File: config.mk
export PLATFORM = sky130hd
export DESIGN_NAME = axi_burst_mem_slave
export DESIGN_NICKNAME = d
export VERILOG_FILES = /design/src/rtl/axi_burst_mem_slave.sv
export SDC_FILE = /design/constraint.sdc
export NUM_CORES = 2
export LEC_CHECK = 0
export CORE_ASPECT_RATIO = 2
export CORE_MARGIN = 5
export CORE_UTILIZATION = 40
export DETAILED_ROUTE_END_ITERATION = 6
export PLACE_DENSITY = 0.62
export SETUP_SLACK_MARGIN = 0.3
export SLEW_MARGIN = 20
export SYNTH_ARGS = -nofsm -noshare
export SYNTH_HDL_FRONTEND = slang
export SYNTH_SLANG_ARGS = --single-unit
File: constraint.sdc
create_clock -name clk -period 2.6 [get_ports clk]
set_input_delay 0.26 -clock clk [delete_from_list [all_inputs] [get_ports clk]]
set_output_delay 0.26 -clock clk [all_outputs]
set_load 0.005 [all_outputs]
File: src/rtl/axi_burst_mem_slave.sv
// Burst memory slave with independent AXI-style read and write channels
// sharing one simple-dual-port array; out-of-range beats answer SLVERR.
module axi_burst_mem_slave #(
  parameter int DATA_W = 8,
  parameter int ADDR_W = 8,
  parameter int DEPTH  = 256,
  parameter int ID_W   = 4,
  parameter int LEN_W  = 4
) (
  input  logic              clk,
  input  logic              rst,
  input  logic              ARVALID,
  output logic              ARREADY,
  input  logic [ADDR_W-1:0] ARADDR,
  input  logic [LEN_W-1:0]  ARLEN,
  input  logic [ID_W-1:0]   ARID,
  output logic              RVALID,
  input  logic              RREADY,
  output logic [DATA_W-1:0] RDATA,
  output logic [ID_W-1:0]   RID,
  output logic [1:0]        RRESP,
  output logic              RLAST,
  input  logic              AWVALID,
  output logic              AWREADY,
  input  logic [ADDR_W-1:0] AWADDR,
  input  logic [LEN_W-1:0]  AWLEN,
  input  logic [ID_W-1:0]   AWID,
  input  logic              WVALID,
  output logic              WREADY,
  input  logic [DATA_W-1:0] WDATA,
  input  logic              WLAST,
  output logic              BVALID,
  input  logic              BREADY,
  output logic [ID_W-1:0]   BID,
  output logic [1:0]        BRESP,
  output logic [1:0]        dbg_rd_state,
  output logic [1:0]        dbg_wr_state
);
  // Handshakes: a transfer occurs on a rising edge where valid and ready are
  // both high; a raised valid holds its payload stable until that edge.
  localparam int AW1   = ADDR_W + 1;
  localparam int IDX_W = (DEPTH > 1) ? $clog2(DEPTH) : 1;
  localparam logic [1:0] RESP_OKAY   = 2'b00;
  localparam logic [1:0] RESP_SLVERR = 2'b10;

  typedef enum logic [1:0] {R_IDLE = 2'd0, R_DATA = 2'd1} r_state_t;
  typedef enum logic [1:0] {W_IDLE = 2'd0, W_DATA = 2'd1, W_RESP = 2'd2} w_state_t;

  r_state_t r_state;
  w_state_t w_state;

  logic [DATA_W-1:0] mem [DEPTH];

  logic [AW1-1:0]    raddr, raddr_nxt, rd_addr, waddr;
  logic [LEN_W-1:0]  rlen, rcnt, wlen, wcnt;
  logic              rd_ok, w_ok, werr, w_beat_err, mem_we;
  logic [DATA_W-1:0] rd_word;

  assign dbg_rd_state = r_state;
  assign dbg_wr_state = w_state;

  // The read port looks one beat ahead so each beat is registered on the
  // edge that accepts the previous one; it sees pre-write contents.
  always_comb begin
    raddr_nxt  = raddr + AW1'(1);
    rd_addr    = (r_state == R_IDLE) ? {1'b0, ARADDR} : raddr_nxt;
    rd_ok      = rd_addr < AW1'(DEPTH);
    rd_word    = rd_ok ? mem[rd_addr[IDX_W-1:0]] : '0;
    w_ok       = waddr < AW1'(DEPTH);
    w_beat_err = werr | ~w_ok | (WLAST != (wcnt == wlen));
    mem_we     = (w_state == W_DATA) && WVALID && w_ok;
  end

  always_ff @(posedge clk) begin
    if (mem_we) mem[waddr[IDX_W-1:0]] <= WDATA;
  end

  always_ff @(posedge clk or posedge rst) begin
    if (rst) begin
      r_state <= R_IDLE;
      ARREADY <= 1'b0;
      RVALID  <= 1'b0;
      RDATA   <= '0;
      RID     <= '0;
      RRESP   <= RESP_OKAY;
      RLAST   <= 1'b0;
      raddr   <= '0;
      rlen    <= '0;
      rcnt    <= '0;
    end else begin
      case (r_state)
        R_IDLE: begin
          if (ARVALID && ARREADY) begin
            ARREADY <= 1'b0;
            RVALID  <= 1'b1;
            RID     <= ARID;
            rlen    <= ARLEN;
            raddr   <= {1'b0, ARADDR};
            rcnt    <= '0;
            RDATA   <= rd_word;
            RRESP   <= rd_ok ? RESP_OKAY : RESP_SLVERR;
            RLAST   <= (ARLEN == '0);
            r_state <= R_DATA;
          end else begin
            ARREADY <= 1'b1;
          end
        end
        R_DATA: begin
          if (RREADY) begin
            rcnt <= rcnt + LEN_W'(1);
            if (rcnt == rlen) begin
              RVALID  <= 1'b0;
              RLAST   <= 1'b0;
              r_state <= R_IDLE;
            end else begin
              raddr <= raddr_nxt;
              RDATA <= rd_word;
              RRESP <= rd_ok ? RESP_OKAY : RESP_SLVERR;
              RLAST <= ((rcnt + LEN_W'(1)) == rlen);
            end
          end
        end
        default: r_state <= R_IDLE;
      endcase
    end
  end

  // WLAST is only checked, never obeyed: the burst always runs to AWLEN+1 beats.
  always_ff @(posedge clk or posedge rst) begin
    if (rst) begin
      w_state <= W_IDLE;
      AWREADY <= 1'b0;
      WREADY  <= 1'b0;
      BVALID  <= 1'b0;
      BID     <= '0;
      BRESP   <= RESP_OKAY;
      waddr   <= '0;
      wlen    <= '0;
      wcnt    <= '0;
      werr    <= 1'b0;
    end else begin
      case (w_state)
        W_IDLE: begin
          if (AWVALID && AWREADY) begin
            AWREADY <= 1'b0;
            WREADY  <= 1'b1;
            BID     <= AWID;
            waddr   <= {1'b0, AWADDR};
            wlen    <= AWLEN;
            wcnt    <= '0;
            werr    <= 1'b0;
            w_state <= W_DATA;
          end else begin
            AWREADY <= 1'b1;
          end
        end
        W_DATA: begin
          if (WVALID) begin
            wcnt  <= wcnt + LEN_W'(1);
            waddr <= waddr + AW1'(1);
            werr  <= w_beat_err;
            if (wcnt == wlen) begin
              WREADY  <= 1'b0;
              BVALID  <= 1'b1;
              BRESP   <= w_beat_err ? RESP_SLVERR : RESP_OKAY;
              w_state <= W_RESP;
            end
          end
        end
        W_RESP: begin
          if (BREADY) begin
            BVALID  <= 1'b0;
            BRESP   <= RESP_OKAY;
            w_state <= W_IDLE;
          end
        end
        default: w_state <= W_IDLE;
      endcase
    end
  end
endmodule

==> qor.yml <==
place:
  hpwl_um: 161900
  dp_worst_setup_slack_ns: -1.217
  place_congestion: 0.9424
  post_dp_cell_area_sq_um: 93380
  io_buffers: 74
pwr:
  pwr-share-seq_pct: 31.4
  switching_share_pct: 35.58
  pwr-share-clk_pct: 22.1
  p_int_mw: 78.90
  ir_worst_vdd_v: 0.0006964
  p_per_area_nw_per_um2: 1202
  p_switching_mw: 43.58
  combinationalPowerShare_pct: 46.6
  leakagePower_nw: 33.51
  finalPower_mw: 122.5
clocking:
  numCtsBuffers: 180
  root_buffer: "clkbuf_16"
  clk_latency_ns: 0.84
  h-tree-depth: 4
  cts_tree: "done"
  clk_pin_slew_worst_paths_ns: 0.07
  clk_path_buf_depth: 4
  cts_sinks: 2108
synth:
  yosys_warnings: 0
  asyncSetResetFlopFracSynth_pct: 2.846
  synth_seq_cells: 2108
  ys.flop_type: "edfxtp_1"
  synthCells: 4205
  yosysUniqueCellTypes: 62
  synth_area_per_cell_sq_um: 19.67
  synth_edf_count: 2048
  synthTopCellsByArea: "edfxtp_1 74%, mux4_2 14%, nand2_1 1.9%, dfrtp_1 1.8%, nor2_1 1.4%"
  synth_top_area_share_pct: 74.36
  synth_area_leader_cell: "edfxtp_1"
  syn-cell-area_sq_um: 82700
  synth-seq-area-share_pct: 76.18
setup_path:
  worstPathRequired_ns: 3.28
  path_max_fanout: 7
  critPathCaptureType: "flip-flop"
  crit_type: "reg -> reg"
  arrival_ns: 4.13
  critPathLaunchType: "flip-flop"
route:
  antenna_left: 0
  vias_per_cell: 5.639
  drt_pass1_iterations: 5
  drt_iter0_drc: 4220
  wl_per_cell_um: 30.24
  vias: 44800
  route.detailed.drc: 0
  wirelength_um: 240200
timing:
  fin_crit_sh_pct: 132.4
  clock.fmax_mhz: 290.5
  setup_slack_ns: -0.8423
  finalMaxSlewViolations: 0
  post-route-min-period_ns: 3.442
  setup_viol: 8
  rsz0062_at_grt: "yes"
  whs_ns: -0.004556
  fin_skew_ns: 0.05335
  timing.slew.headroom_pct: 45.62
  tightestPinTransition_ns: 0.8157
  hold_viol_final: 1
floorplan:
  core_sq_um: 206100
  std_cell_rows: 236
  die_w_um: 331.5
  die_y_um: 653.0
  boundaryPins: 78
  dieArea_sq_um: 216500
  start_util_pct: 40.12
final_layout:
  nNetsFinal: 5123
  layout_common_cells: "2,048 x edfxtp_1, 629 x buf_4, 512 x mux4_2"
  final_common_cell: "edfxtp_1"
  area_growth_pct: 23.17
  drive_gt1_share_pct: 36.77
  final_area_sq_um: 101900
  post-route-util_pct: 49.42
grt:
  grt_usage_pct: 21.79
  grt_max_degree: 89
  overflow: 0
  antenna_found_initial: 7
  grt_pass1_wl_um: 340700
  grt_pass1_vias: 46760
flow_run:
  drv_cap: 0
outcome:
  status: "finished with violations"
  violations: "negative hold slack, negative setup slack"
hold_path:
  holdCritPathClass: "in -> reg"
cell families after synthesis:
| kind of cell | count (synthesis) | synth area share (%) |
|---|---|---|
| AO/OA/AOI/OAI | 200 | 1.593 |
| XOR/XNOR | 20 | 0.2118 |
| adder cells (fa/ha/maj) | 7 | 0.1059 |
| buffers and inverters | 253 | 1.622 |
| flip-flops | 2108 | 76.18 |
| multiplexers | 609 | 15.15 |
| other | 1 | 0.004534 |
| AND/OR/NAND/NOR | 1007 | 5.135 |
critical path: stages (launching register included):
cell       delay, ns
dfrtp_2         0.47
nand2b_4        0.17
o21ai_4         0.07
buf_12          0.17
buf_16          0.15
buf_12          0.13
buf_16          0.14
mux4_2          0.51
mux2i_2         0.24
mux2i_4         0.14
o2111ai_2       0.31
nand4_1         0.40
nand2_2         0.27
nand4_1         0.11
metrics by stage:
step	TNS, ns	instances
after floorplan	0	4207
after global placement	-9.018	7480
after detailed placement	-9.045	7480
after CTS	-5.134	7879
after global routing	-5.700	7943
final	-5.288	7944
repair_timing:
item	in CTS	in global routing
buffers inserted	61	58
gates cloned	9	5
hold buffers	10	0
resized for setup	139	103
setup endpoints to repair	106	804
pin swaps	28	36
hold endpoints to repair	139	0
power by group through the flow:
stage | Clock [mW] | Combinational, mW | Sequential, mW
after floorplan | 0 | 27.3 | 39.0
after global placement | 0 | 51.1 | 39.1
after global routing | 28.8 | 59.2 | 38.5
after detailed placement | 0 | 51.1 | 39.1
final | 27.0 | 57.0 | 38.4
after CTS | 27.5 | 55.0 | 38.4
layer usage:
metal	share of wire [%]	global-route usage [%]	routed length, um	up-vias
met5	0.011	0	27	-
li1	-	-	-	18700
met2	54	40.40	129800	1774
met1	33	24.35	79950	23750
met4	6.9	12.17	16550	4
met3	5.8	2.497	13940	566
flip-flops by register name, summed over array words and instances, names as in the netlist:
| register | cells |
|---|---|
| AWREADY | 1 |
| mem | 2048 |
| raddr | 8 |
| RRESP | 1 |
| BVALID | 1 |
| ARREADY | 1 |
| BRESP | 1 |
| dbg_wr_state | 2 |
| RDATA | 8 |
| werr | 1 |
| RID | 4 |
| rcnt | 4 |
| RLAST | 1 |
| wcnt | 4 |
| wlen | 4 |
| BID | 4 |
| waddr | 9 |
| dbg_rd_state | 1 |
| rlen | 4 |
| WREADY | 1 |
cell usage after synthesis (22+ instances only):
library cell,count
nand3_1,173
nor2_1,311
clkbuf_1,104
mux4_2,512
a21oi_1,57
nand2_1,429
mux2i_1,76
nand4_1,33
buf_4,55
a22oi_1,23
buf_2,58
o21ai_0,22
edfxtp_1,2048
dfrtp_1,60
worst paths after layout:
kind                                  from     endpoint  slack, ns  depth (start not counted)
max in group asynchronous              rst       RID[3]       1.70                          4
min in group asynchronous              rst       BID[1]       0.41                          4
min reg2reg                         BVALID       BVALID       0.48                          2
min                               WDATA[3]  mem[209][3]     -0.005                          1
max                        dbg_rd_state[0]     RDATA[4]      -0.84                         13
max reg2reg                dbg_rd_state[0]     RDATA[4]      -0.84                         13
final cells by class:
class	instances	area [sq um]
clock inverter	95	928.4
antenna	2	5.005
clock buffer	224	4845
sequential	2108	63010
timing repair buffer	925	9702
inverter	7	27.53
tap	2737	3425
fill	16810	104200
multi-input combinational	1846	19920
Note: power is estimated with default switching activity, not from simulation.
